`src/rtl/ctrl_hazard_unit_pkg.sv`:
```
// Shared widths, stall/flush bus bit positions and FSM state type for the
// ID->EX hazard control unit.
package ctrl_hazard_unit_pkg;

    localparam int CU_BUS_WIDTH    = 4;
    localparam int CU_STALL        = 0;
    localparam int CU_FLUSH        = 1;
    localparam int REG_ADDR_WIDTH  = 5;
    localparam int INST_ADDR_WIDTH = 32;

    localparam logic [INST_ADDR_WIDTH-1:0] ZERO_WORD = '0;

    typedef enum logic {
        RUN   = 1'b0,
        FLUSH = 1'b1
    } ctrl_state_e;

    // Packs the stall and flush bits onto the control bus; the remaining bits are always 0.
    function automatic logic [CU_BUS_WIDTH-1:0] cu_bus(input logic stall, input logic flush);
        logic [CU_BUS_WIDTH-1:0] bus;
        bus           = '0;
        bus[CU_STALL] = stall;
        bus[CU_FLUSH] = flush;
        return bus;
    endfunction

endpackage

```
`src/rtl/ctrl_hazard_unit_reg_scoreboard.sv`:
```
// Pending-write bitmap for long-latency producers (loads, MDU ops), with one
// set port, one clear port and two combinational lookup ports.
module reg_scoreboard
    import ctrl_hazard_unit_pkg::*;
#(
    parameter int SB_REGS = 32
) (
    input  logic                      clk,
    input  logic                      rst_n,
    input  logic                      i_set_en,
    input  logic [REG_ADDR_WIDTH-1:0] i_set_addr,
    input  logic                      i_clr_en,
    input  logic [REG_ADDR_WIDTH-1:0] i_clr_addr,
    input  logic [REG_ADDR_WIDTH-1:0] i_rd1_addr,
    input  logic [REG_ADDR_WIDTH-1:0] i_rd2_addr,
    output logic                      o_rd1_busy,
    output logic                      o_rd2_busy
);

    logic [SB_REGS-1:0] r_sb;
    logic [SB_REGS-1:0] w_sb_nxt;

    // Clear is applied first so that a same-cycle set of the same register wins.
    always_comb begin
        w_sb_nxt = r_sb;
        for (int i = 0; i < SB_REGS; i++) begin
            if (i_clr_en && (i_clr_addr == REG_ADDR_WIDTH'(i))) begin
                w_sb_nxt[i] = 1'b0;
            end
            if (i_set_en && (i_set_addr == REG_ADDR_WIDTH'(i))) begin
                w_sb_nxt[i] = 1'b1;
            end
        end
        w_sb_nxt[0] = 1'b0;
    end

    always_ff @(posedge clk or negedge rst_n) begin
        if (!rst_n) begin
            r_sb <= '0;
        end else begin
            r_sb <= w_sb_nxt;
        end
    end

    always_comb begin
        o_rd1_busy = 1'b0;
        o_rd2_busy = 1'b0;
        for (int i = 1; i < SB_REGS; i++) begin
            if (i_rd1_addr == REG_ADDR_WIDTH'(i)) begin
                o_rd1_busy = r_sb[i];
            end
            if (i_rd2_addr == REG_ADDR_WIDTH'(i)) begin
                o_rd2_busy = r_sb[i];
            end
        end
    end

endmodule

```
`src/rtl/ctrl_hazard_unit.sv`:
```
// Stall/flush control for the ID->EX register: RAW and MDU structural stalls,
// multi-cycle flush after a redirect, and a registered redirect strobe to IFU.
//
// state | meaning
// RUN   | normal issue; flush only while jump_req_i is high
// FLUSH | holding flush for the remaining cycles of the last redirect
module ctrl_hazard_unit
    import ctrl_hazard_unit_pkg::*;
#(
    parameter int FLUSH_CYCLES = 2,
    parameter int SB_REGS      = 32
) (
    input  logic                       clk,
    input  logic                       rst_n,
    input  logic                       jump_req_i,
    input  logic [INST_ADDR_WIDTH-1:0] jump_addr_i,
    input  logic                       id_rs1_re_i,
    input  logic                       id_rs2_re_i,
    input  logic [REG_ADDR_WIDTH-1:0]  id_reg1_raddr_i,
    input  logic [REG_ADDR_WIDTH-1:0]  id_reg2_raddr_i,
    input  logic                       id_is_mdu_i,
    input  logic                       issue_valid_i,
    input  logic                       issue_long_i,
    input  logic                       issue_reg_we_i,
    input  logic [REG_ADDR_WIDTH-1:0]  issue_waddr_i,
    input  logic                       mdu_busy_i,
    input  logic                       wb_valid_i,
    input  logic [REG_ADDR_WIDTH-1:0]  wb_waddr_i,
    output logic [CU_BUS_WIDTH-1:0]    stall_flag_o,
    output logic                       jump_flag_o,
    output logic [INST_ADDR_WIDTH-1:0] jump_addr_o
);

    localparam int            CNT_W       = 3;
    localparam logic [CNT_W-1:0] CNT_LOAD = CNT_W'(FLUSH_CYCLES - 1);
    // The request cycle already flushes, so a single-cycle flush never needs the FLUSH state.
    localparam bit            USE_FLUSH_ST = (FLUSH_CYCLES > 1);

    ctrl_state_e             r_state;
    ctrl_state_e             w_state_nxt;
    logic [CNT_W-1:0]        r_cnt;
    logic [CNT_W-1:0]        w_cnt_nxt;
    logic [CNT_W-1:0]        w_cnt_dec;

    logic                    w_flush;
    logic                    w_raw_hz;
    logic                    w_struct_hz;
    logic                    w_stall;
    logic                    w_sb_set;
    logic                    w_rd1_busy;
    logic                    w_rd2_busy;

    logic                       r_jump_flag;
    logic [INST_ADDR_WIDTH-1:0] r_jump_addr;

    always_ff @(posedge clk or negedge rst_n) begin
        if (!rst_n) begin
            r_state <= RUN;
            r_cnt   <= '0;
        end else begin
            r_state <= w_state_nxt;
            r_cnt   <= w_cnt_nxt;
        end
    end

    // The exit test uses the decremented count so FLUSH lasts FLUSH_CYCLES-1 cycles.
    always_comb begin
        w_state_nxt = r_state;
        w_cnt_nxt   = r_cnt;
        w_cnt_dec   = r_cnt - CNT_W'(1);
        case (r_state)
            RUN: begin
                if (jump_req_i && USE_FLUSH_ST) begin
                    w_state_nxt = FLUSH;
                    w_cnt_nxt   = CNT_LOAD;
                end
            end
            FLUSH: begin
                if (jump_req_i) begin
                    w_cnt_nxt = CNT_LOAD;
                end else if (w_cnt_dec == '0) begin
                    w_state_nxt = RUN;
                    w_cnt_nxt   = '0;
                end else begin
                    w_cnt_nxt = w_cnt_dec;
                end
            end
            default: begin
                w_state_nxt = RUN;
                w_cnt_nxt   = '0;
            end
        endcase
    end

    always_comb begin
        w_flush     = jump_req_i | (r_state == FLUSH);
        w_raw_hz    = (id_rs1_re_i & w_rd1_busy) | (id_rs2_re_i & w_rd2_busy);
        w_struct_hz = id_is_mdu_i & mdu_busy_i;
        w_stall     = ~w_flush & (w_raw_hz | w_struct_hz);
        w_sb_set    = issue_valid_i & issue_long_i & issue_reg_we_i
                      & (issue_waddr_i != '0) & ~w_flush;
    end

    assign stall_flag_o = cu_bus(w_stall, w_flush);

    reg_scoreboard #(
        .SB_REGS (SB_REGS)
    ) u_sb (
        .clk        (clk),
        .rst_n      (rst_n),
        .i_set_en   (w_sb_set),
        .i_set_addr (issue_waddr_i),
        .i_clr_en   (wb_valid_i),
        .i_clr_addr (wb_waddr_i),
        .i_rd1_addr (id_reg1_raddr_i),
        .i_rd2_addr (id_reg2_raddr_i),
        .o_rd1_busy (w_rd1_busy),
        .o_rd2_busy (w_rd2_busy)
    );

    always_ff @(posedge clk or negedge rst_n) begin
        if (!rst_n) begin
            r_jump_flag <= 1'b0;
            r_jump_addr <= ZERO_WORD;
        end else begin
            r_jump_flag <= jump_req_i;
            if (jump_req_i) begin
                r_jump_addr <= jump_addr_i;
            end
        end
    end

    assign jump_flag_o = r_jump_flag;
    assign jump_addr_o = r_jump_addr;

endmodule

```
`config.mk`:
```
export PLATFORM = sky130hd
export DESIGN_NAME = ctrl_hazard_unit
export DESIGN_NICKNAME = d
export VERILOG_FILES = /design/src/rtl/ctrl_hazard_unit_pkg.sv /design/src/rtl/ctrl_hazard_unit_reg_scoreboard.sv /design/src/rtl/ctrl_hazard_unit.sv
export SDC_FILE = /design/constraint.sdc
export NUM_CORES = 1
export LEC_CHECK = 0
export BUFFER_PORTS_ARGS = -buffer_cell sky130_fd_sc_hd__buf_2
export CAP_MARGIN = 20
export CORE_UTILIZATION = 53
export DETAILED_ROUTE_END_ITERATION = 12
export PLACE_DENSITY = 0.77
export SKIP_CTS_REPAIR_TIMING = 1
export SLEW_MARGIN = 25
export SYNTH_ARGS = -nofsm -noshare
export SYNTH_HDL_FRONTEND = slang
export SYNTH_HIERARCHICAL = 1
export SYNTH_SLANG_ARGS = --single-unit
```
`constraint.sdc`:
```
create_clock -name clk -period 3.7 [get_ports clk]
set_input_delay 0.74 -clock clk [delete_from_list [all_inputs] [get_ports clk]]
set_output_delay 0.74 -clock clk [all_outputs]
set_load 0.05 [all_outputs]
```
==> results of run 1 <==
## routing by layer
metal  track usage, %  wire (um)  vias up
li1                 -          -     1535
met1             34.7       4010     1568
met2             42.7       4510      195
met3             6.07        882       24
met4             12.3        243        0
met5                0          0        -
## cell usage after synthesis (8+ instances only)
master    instances
a21oi_1          10
mux2_2            9
buf_2             8
nand2b_1          9
o21ai_0          69
nor2_1           17
nand3_1          10
nor2b_1           9
nand2_1          15
dfrtp_1          68
inv_1            15
mux2_4           27
mux2i_1          11
## metrics by stage
step | power, uW | TNS (ps) | setup WS (ps)
2_1_floorplan | 1250 | 0 | 484
3_3_place_gp | 1390 | 0 | 157
3_5_place_dp | 1400 | 0 | 82.1
4_1_cts | 2140 | 0 | 66.2
5_1_grt | 2220 | -0.673 | -0.673
6_report | 2140 | 0 | 121
## worst reg2reg max path: stages, from the launching register on
cell and delay [ps]:
dfrtp_1 450, nor2_1 160, inv_1 110, a211oi_1 450, nor2b_1 320, nand2_1 180, o21ai_0 260
## path summary, 6_finish.rpt
kind | slack (ps) | start | to
worst min-delay path | 440 | rst_n | jump_addr_o[26]
worst max register to register | 1680 | r_state | u_sb/r_sb[14]
max in group asynchronous | 2340 | rst_n | u_sb/r_sb[19]
worst min register to register | 510 | jump_addr_o[7] | jump_addr_o[7]
min in group clk | 510 | jump_addr_o[7] | jump_addr_o[7]
worst max-delay path | 120 | id_reg1_raddr_i[1] | stall_flag_o[0]
## area by class of cell
type | instances | area (um^2)
clock buffers | 10 | 138
clock inverters | 6 | 111
fillers | 505 | 2210
inverters | 15 | 56.3
multi-input cells | 258 | 1940
flip-flops and latches | 68 | 1700
well taps | 96 | 120
repair buffers | 110 | 593
## power breakdown
group          switching (uW)  internal (uW)
logic                     320            197
clock network             275            466
registers                63.9            815
total                     659           1480
## flip-flops by register name, indices dropped and copies added, names as in the netlist
| signal | flops |
|---|---|
| u_sb/r_sb | 31 |
| jump_addr_o | 32 |
| r_state | 1 |
| r_cnt | 3 |
| jump_flag_o | 1 |
## logic make-up (layout without fill, tap and decap cells)
family	count (synthesis)	in the layout	synth area share, %
AO/OA/AOI/OAI	112	112	17.5
XOR/XNOR	3	3	0.687
adder cells (fa/ha/maj)	2	2	0.654
buffers and inverters	34	141	5.46
flip-flops	68	68	44.5
multiplexers	51	51	18.5
other	1	2	0.0980
AND/OR/NAND/NOR	88	88	12.7
==> summary.md, run 1 <==
| Metric | Value |
|---|---|
| Post-synth top flop | dfrtp_1 |
| Max_slew headroom | a little over half |
| Layout area overhead | 21.7% |
| TritonCTS clock tree | yes |
| Req. time, crit path | between 2000 and 3000 ps |
| Routability cong. | around 0.96 |
| Syn Inst Count | about 360 |
| Syn_area_per_cell | between 10 and 15 um^2 |
| Max-slew violations | 0 |
| Yosys warns | 6 |
| CP bufs+invs | 4 |
| Vias in the first global route | between 3k and 4k |
| DRT Pass-1 Iters | 6 |
| WS Path Type | in -> out |
| Initial core utilization | a little under three fifths |
| Vias per std cell | approximately 6 |
| Final hold vios | 0 |
| Total Wirelength | approximately 9.6 mm |
| Post-route cell area | between 4000 and 5000 um^2 |
| Commonest non-fill, non-tap cells in the layout | 96 x buf_2, 69 x o21ai_0, 68 x dfrtp_1, 27 x mux2_4, 17 x nor2_1 |
| Post-layout util | between 60% and 70% |
| Post-synth EDFFs | 0 |
| Htree depth | 3 |
| Top cell type by total area after synthesis | dfrtp_1 |
| Rows | 30 |
| Crit path max fanout | 11 |
| Fin crit share | slightly below 100% |
| GRT overflow | 0 |
| HPWL Detailed | between 7 and 8 mm |
| CTS Sinks | 68 |
| Netlist cell types | 52 |
| Die width | between 80 and 90 um |
| Hold Slack | ~440 ps |
| Initial antenna violation count | 0 |
| Worst-Skew Late Latency | 340 ps |
| Remaining antenna violation count | 0 |
| Leak | 0.00217 uW |
| Fin cells | 563 |
| Clk buf depth | 2 |
| Status | completed |
| Largest net degree at the start of global routing | 37 |
| Max stage delay on crit path | between 300 and 400 ps |
| Area of placed instances | approximately 4400 um^2 |
| Minimum clock period | roughly 3600 ps |
| Min-delay worst type | in -> async |
| Crit-path slowest cell | a222oi_1 |
| Post-synth top area share | 44.5% |
| P per Cell Area | roughly 460 nW/um^2 |
| Ys async rst share | 100% |
| Clock transition at the registers of the reported paths | ~70 ps |
| N_diodes | 0 |
| Clock root cell | clkbuf_8 |
| Sequential share of the synthesized area | between 40% and 50% |
| Critical path capture point type | output pin |
| Ratio of cells with drive above 1 in the final layout | between 30% and 40% |
| Layout Skew | ~4.5 ps |
| Core footprint | between 6000 and 7000 um^2 |
| Max-cap violations | 0 |
| DRC violation count after routing | 0 |
| Max frequency | 279 MHz |
| Commonest non-fill, non-tap cell in the layout | buf_2 |
| WL/cell | approximately 17 um |
| Final setup fails | 0 |
| Count of input and output buffers | 97 |
| Yosys reg bits | a little under 70 |
| Crit path DAT | approximately 2800 ps |
| GRT Overall Usage | 26.7% |
| Mapped Area | about 3800 um^2 |
| IO Pins | 100 |
| First-pass GRT wire length | approximately 15 mm |
| Nets@finish | roughly 530 |
| Crit. path cell count | 12 |
| Placed cell count | roughly 550 |
| CP Launch Type | input pin |
| DIE AREA | between 7000 and 8000 um^2 |
| Crit-path leading delay family | compound AO/OA/AOI/OAI gates |
| Top area cells in the synthesized netlist | dfrtp_1 44%, mux2_4 11%, o21ai_0 9.0% |
| Routed via count | approximately 3.3k |
| CTS buffer count | 9 |
| Die Span Y | 87.0 um |
| Crit-path cells | buf_2, buf_8, mux2i_2, a2111o_1, o211ai_1, a221o_1, a211oi_1, nor2_1, a222oi_1, buf_4, nor2_1, buf_4 |
| Tightest Pin Transition | 699 ps |
| Cell count of the worst reg-to-reg path | 6 |
| Initial drt markers | about 210 |
| Worst vdd ir | around 0.38 mV |
Note: power is estimated with default switching activity, not from simulation.
==> inputs of run 2 (changes only) <==
ABC_AREA = 1   (was default)
==> summary.md, run 2 <==
| Metric | Value |
|---|---|
| IO Pins | 100 (unchanged) |
| Most used cell, CP | nand2_1 |
| Routability cong. | 1.04 (+8.2%) |
| Minimum clock period | 3490 ps (-88.4 ps) |
| Post-synth EDFFs | 0 (unchanged) |
| Leak | 0.00262 uW (+21%) |
| N_diodes | 0 (unchanged) |
| Critical path capture point type | output pin |
| Max FFs per register | 32 (unchanged) |
| CP bufs+invs | 4 (unchanged) |
| Crit-path slowest cell | or2_0 |
| Req. time, crit path | 2960 ps (about the same) |
| Syn Inst Count | 559 (+56%) |
| Commonest non-fill, non-tap cells in the layout | 239 x nand2_1, 92 x buf_2, 68 x dfrtp_1, 47 x nor2_1, 40 x inv_1 |
| Crit path DAT | 2750 ps (-90 ps) |
| Top cell type by total area after synthesis | dfrtp_1 |
| Clk buf depth | 2 (unchanged) |
| P per Cell Area | 410 nW/um^2 (-11%) |
| Netlist cell types | 38 (-27%) |
| CTS buffer count | 9 (unchanged) |
| Max-cap violations | 0 (unchanged) |
| Die Span Y | 88.2 um (+1.4%) |
| Hold Slack | 466 ps (+22.0 ps) |
| CP Launch Type | input pin |
| DRC violation count after routing | 0 (unchanged) |
| Routed via count | 4,175 (+26%) |
| Tightest Pin Transition | 825 ps (+126 ps) |
| Worst-Skew Late Latency | 340 ps (about the same) |
| Remaining antenna violation count | 0 (unchanged) |
| HPWL Detailed | 8.44 mm (+17%) |
| DRT Pass-1 Iters | 7 (+1) |
| Post-layout util | 65.8% (-2.0 points) |
| FF-to-FF setup slack | 2180 ps (+500 ps) |
| Commonest non-fill, non-tap cell in the layout | nand2_1 |
| Crit path max fanout | 8 (-3) |
| Most numerous cell in the Yosys netlist | nand2_1 |
| Post-synth top flop | dfrtp_1 |
| Initial core utilization | 54.6% (-1.1 points) |
| Hold path endpoint | jump_addr_o[24] |
| Yosys reg bits | 68 (unchanged) |
| Min-delay worst type | reg -> reg |
| Ys async rst share | 100% (unchanged) |
| Synth cell count leaders | 242 x nand2_1, 68 x dfrtp_1, 48 x nor2_1, 43 x inv_1, 34 x o21ai_0 |
| Nets@finish | 724 (+37%) |
| Count of input and output buffers | 97 (unchanged) |
| Ratio of cells with drive above 1 in the final layout | 23.6% (-13 points) |
| Post-synth top area share | 43.2% (-1.3 points) |
| Htree depth | 3 (unchanged) |
| Min-Delay Startpoint | jump_addr_o[24] |
| Yosys warns | 6 (unchanged) |
| Final setup fails | 0 (unchanged) |
| Worst vdd ir | 0.366 mV (-2.8%) |
| GRT overflow | 0 (unchanged) |
| Sequential share of the synthesized area | 43.2% (-1.3 points) |
| Vias per std cell | 5.49 (-7.0%) |
| Rows | 31 (+3.3%) |
| Crit-path leading delay family | simple AND/OR/NAND/NOR gates |
| Clock transition at the registers of the reported paths | 60 ps (about the same) |
| Core footprint | 7210 um^2 (+5.0%) |
| Reg-to-reg startpoint | r_state |
| Clock root cell | clkbuf_8 |
| Fin crit share | 94.3% (-2.4 points) |
| Setup WS pre-CTS | 90.2 ps (+8.19 ps) |
| Setup TNS | 0 ps (unchanged) |
| Max stage delay on crit path | 200 ps (-130 ps) |
| DIE AREA | 7780 um^2 (+2.9%) |
| Max-slew violations | 0 (unchanged) |
| Unrepaired setup endpoints after global routing | yes |
| WS Path Type | in -> out |
| GRT Overall Usage | 31.2% (+4.5 points) |
| TritonCTS clock tree | yes |
| Largest net degree at the start of global routing | 36 (-2.7%) |
| First-pass GRT wire length | 18.2 mm (+19%) |
| CTS Sinks | 68 (unchanged) |
| Max_slew headroom | 45.0% (-8.4 points) |
| Syn_area_per_cell | 7.05 um^2 (-34%) |
| Vias in the first global route | 3,891 (+20%) |
| Max frequency | 286 MHz (+2.5%) |
| Top area cells in the synthesized netlist | dfrtp_1 43%, nand2_1 23%, nand4_1 5.1% |
| Worst hold stages | 2 |
| Mapped Area | 3940 um^2 (+3.0%) |
| Reg2reg end | u_sb/r_sb[24] |
| Layout area overhead | 20.5% |
| Cell count of the worst reg-to-reg path | 9 (+3) |
| Final hold vios | 0 (unchanged) |
| Post-layout worst setup margin | 209 ps (+88.4 ps) |
| Status | completed |
| WL/cell | 15.0 um (-13%) |
| Initial antenna violation count | 0 (unchanged) |
| Total Wirelength | 11.4 mm (+18%) |
| Initial drt markers | 317 (+52%) |
| Layout Skew | 5.22 ps (+0.765 ps) |
| Die width | 88.2 um (+1.4%) |
## run 2: worst max-delay path by stage
stage / from / end / cells after the start
finish: id_reg2_raddr_i[1] / stall_flag_o[0] / 25
global route: id_reg2_raddr_i[2] / stall_flag_o[0] / 27
CTS: id_reg2_raddr_i[2] / stall_flag_o[0] / 26
detailed placement: id_reg2_raddr_i[2] / stall_flag_o[0] / 27
global placement: id_reg2_raddr_i[2] / stall_flag_o[0] / 27
floorplan: id_reg2_raddr_i[1] / stall_flag_o[0] / 25
## run 2: tightest hold or removal path, cell delays in order, from the launching register on
cell and delay, ps:
dfrtp_1 340, nand2_1 50, nand2_1 50
## run 2: kinds of logic (layout without fill, tap and decap cells)
family | Yosys count | after routing | share of synthesized area [%]
buffers and inverters | 74 | 176 | 8.89
and+or+nand+nor | 364 | 364 | 39.7
other | 1 | 2 | 0.0952
AOI/OAI and AO/OA | 50 | 50 | 7.46
adders and majority gates | 2 | 2 | 0.635
DFF | 68 | 68 | 43.2
## run 2: layer usage
| metal | part of all wire [%] | wire length [um] | track usage, % |
|---|---|---|---|
| met2 | 49 | 5620 | 52.0 |
| met5 | 0 | 0 | 0 |
| met4 | 3.3 | 376 | 13.2 |
| met1 | 40 | 4590 | 39.7 |
| met3 | 7.2 | 821 | 6.53 |
## run 2: area by class of cell
cell class	count	area, um^2
clock inverters	2	35.0
flip-flops and latches	68	1700
clock buffers	12	155
fillers	684	2470
multi-input cells	418	1910
inverters	53	213
well taps	99	124
repair buffers	109	608
## run 2: power breakdown
part / leakage (uW) / switching (uW) / internal (uW)
registers: 0.000880 / 51.8 / 810
clock network: 0.0000983 / 262 / 340
logic: 0.00164 / 347 / 135
total: 0.00262 / 661 / 1280
## run 2: stage by stage
stage	power [uW]	area (um^2)	cells
after detailed placement	1340	4500	746
after floorplan	1190	3940	560
after global placement	1330	4500	746
after CTS	1940	4690	760
after global routing	2040	4750	761
final	1950	4750	761
==> inputs of run 3 (changes only) <==
GPL_TIMING_DRIVEN = 0   (was default)
==> summary.md, run 3 (synthesized netlist as in run 2, its figures left out) <==
| Metric | Value |
|---|---|
| Status | completed |
| First-pass GRT wire length | 18.0 mm (-1.1%) |
| Placed cell count | 755 (+1.2%) |
| Total Wirelength | 11.2 mm (-2.2%) |
| Die Span Y | 88.2 um (unchanged) |
| Layout area overhead | 22.3% |
| Sw Share | 36.0% (+2.0 points) |
| Nets@finish | 732 (+1.1%) |
| GRT overflow | 0 (unchanged) |
| Commonest non-fill, non-tap cell in the layout | nand2_1 |
| Req. time, crit path | 2960 ps (about the same) |
| P per Cell Area | 393 nW/um^2 (-4.0%) |
| Post-layout util | 66.8% (+0.95 points) |
| HPWL Detailed | 8.52 mm (+0.95%) |
| Max FFs per register | 32 (unchanged) |
| Max-slew violations | 0 (unchanged) |
| GRT Overall Usage | 30.8% (-0.38 points) |
| Largest net degree at the start of global routing | 43 (+19%) |
| Worst vdd ir | 0.345 mV (-5.7%) |
| Minimum clock period | 3700 ps (+206 ps) |
| Clock transition at the registers of the reported paths | 70 ps (about the same) |
| Area of placed instances | 4570 um^2 (+1.4%) |
| WL/cell | 14.5 um (-3.5%) |
| Final setup fails | 0 (unchanged) |
| N_diodes | 0 (unchanged) |
| TritonCTS clock tree | yes |
| Min-delay worst type | in -> async |
| Total Power | 1890 uW (-2.6%) |
| Clock share of power | 28.4% (-2.6 points) |
| Fin cells | 771 (+1.3%) |
| Critical path capture point type | output pin |
| DRC violation count after routing | 0 (unchanged) |
| Final hold vios | 0 (unchanged) |
| Unrepaired setup endpoints after global routing | yes |
| Vias per std cell | 5.26 (-4.0%) |
| Crit path DAT | 2960 ps (+210 ps) |
| Routability cong. | 0.933 (-10%) |
| Leak | 0.00264 uW (+0.55%) |
| Rows | 31 (unchanged) |
| Htree depth | 3 (unchanged) |
| Post-route cell area | 4820 um^2 (+1.4%) |
| IO Pins | 100 (unchanged) |
| Hold Slack | 298 ps (-168 ps) |
| Core footprint | 7210 um^2 (unchanged) |
| Max frequency | 271 MHz (-5.6%) |
| Gate power share | 26.0% (+1.2 points) |
| Count of input and output buffers | 95 (-2.1%) |
| Vias in the first global route | 3,959 (+1.7%) |
| Max-cap violations | 0 (unchanged) |
| Worst-Skew Late Latency | 340 ps (about the same) |
| Die width | 88.2 um (unchanged) |
| CP Launch Type | input pin |
| Initial drt markers | 238 (-25%) |
| Ratio of cells with drive above 1 in the final layout | 24.1% (+0.54 points) |
| Pint | 1210 uW (-5.6%) |
| Layout Skew | 4.14 ps (-1.08 ps) |
| WS Path Type | in -> out |
| Switching power total | 682 uW (+3.2%) |
| Clk buf depth | 2 (unchanged) |
| Initial antenna violation count | 0 (unchanged) |
| CTS buffer count | 9 (unchanged) |
| Fin crit share | 99.9% (+5.6 points) |
| Initial core utilization | 54.6% (unchanged) |
| DRT Pass-1 Iters | 5 (-2) |
| Commonest non-fill, non-tap cells in the layout | 239 x nand2_1, 92 x buf_2, 68 x dfrtp_1, 46 x nor2_1, 41 x inv_1 |
| Remaining antenna violation count | 0 (unchanged) |
| Clock root cell | clkbuf_8 |
| Seq pwr share | 45.6% (+1.3 points) |
| Crit path max fanout | 7 (-1) |
| DIE AREA | 7780 um^2 (unchanged) |
| Routed via count | 4,059 (-2.8%) |
| CTS Sinks | 68 (unchanged) |
## run 3: cell types whose count changed in the layout (fill, tap and decap cells not counted), sizes merged
cell      previous run  this run
clkbuf              14        16
inv                 52        53
bufinv               1         0
clkinvlp             1         4
clkinv               1         2
buf                107       111
## run 3: final timing paths
kind | from | endpoint | slack (ps) | cells after the start
max in group asynchronous | rst_n | u_sb/r_sb[31] | 2870 | 2
worst max-delay path | id_reg2_raddr_i[2] | stall_flag_o[0] | 4 | 27
min in group clk | jump_addr_o[23] | jump_addr_o[23] | 470 | 2
worst min-delay path | rst_n | jump_addr_o[14] | 300 | 1
worst max register to register | r_state | u_sb/r_sb[10] | 1810 | 10
worst min register to register | jump_addr_o[23] | jump_addr_o[23] | 470 | 2
## run 3: critical path, cell delays in order
cell     delay [ps]
buf_8            80
inv_4            40
nor2_4          190
nand2_2          80
nor2_2          120
nor2_1           60
nand2_1          70
nand4_1          80
nand2_1          80
nand3_1          60
nand2_1          60
nand3_1          60
nand2_1          70
nand4_1         110
nand2_1         100
nand4_1          70
nand2_1          80
nand4_1          70
nand2_1          90
nand3_1          60
nand2_1          70
nand2_1          80
nand2_1          80
nand3_2          90
nand2_2          90
inv_2            40
buf_8           140
## run 3: power by group through the flow
stage	clock network (uW)	logic, uW	registers [uW]
final	538	493	864
after detailed placement	0	479	874
after CTS	550	480	862
after global routing	579	544	872
after floorplan	0	222	970
after global placement	0	465	872
## run 3: layout make-up
cell class                      instances  area, um^2
Buffer                                 20         141
Clock buffer                           10         138
Clock inverter                          6        40.0
Fill cell                             684        2400
Inverter                               53         211
Multi-Input combinational cell        418        1930
Sequential cell                        68        1700
Tap cell                               99         124
Timing Repair Buffer                   97         532
## run 3: metal layers
layer | global-route usage [%] | wire, um
met1 | 38.4 | 4620
met4 | 16.6 | 488
met3 | 5.69 | 659
met2 | 51.1 | 5390
met5 | 0 | 0
## run 3: through the flow
stage / TNS, ps / setup WS, ps
after detailed placement: -183 / -183
after CTS: -189 / -189
final: 0 / 3.81
after global routing: -193 / -193
after floorplan: 0 / 449
after global placement: -195 / -195
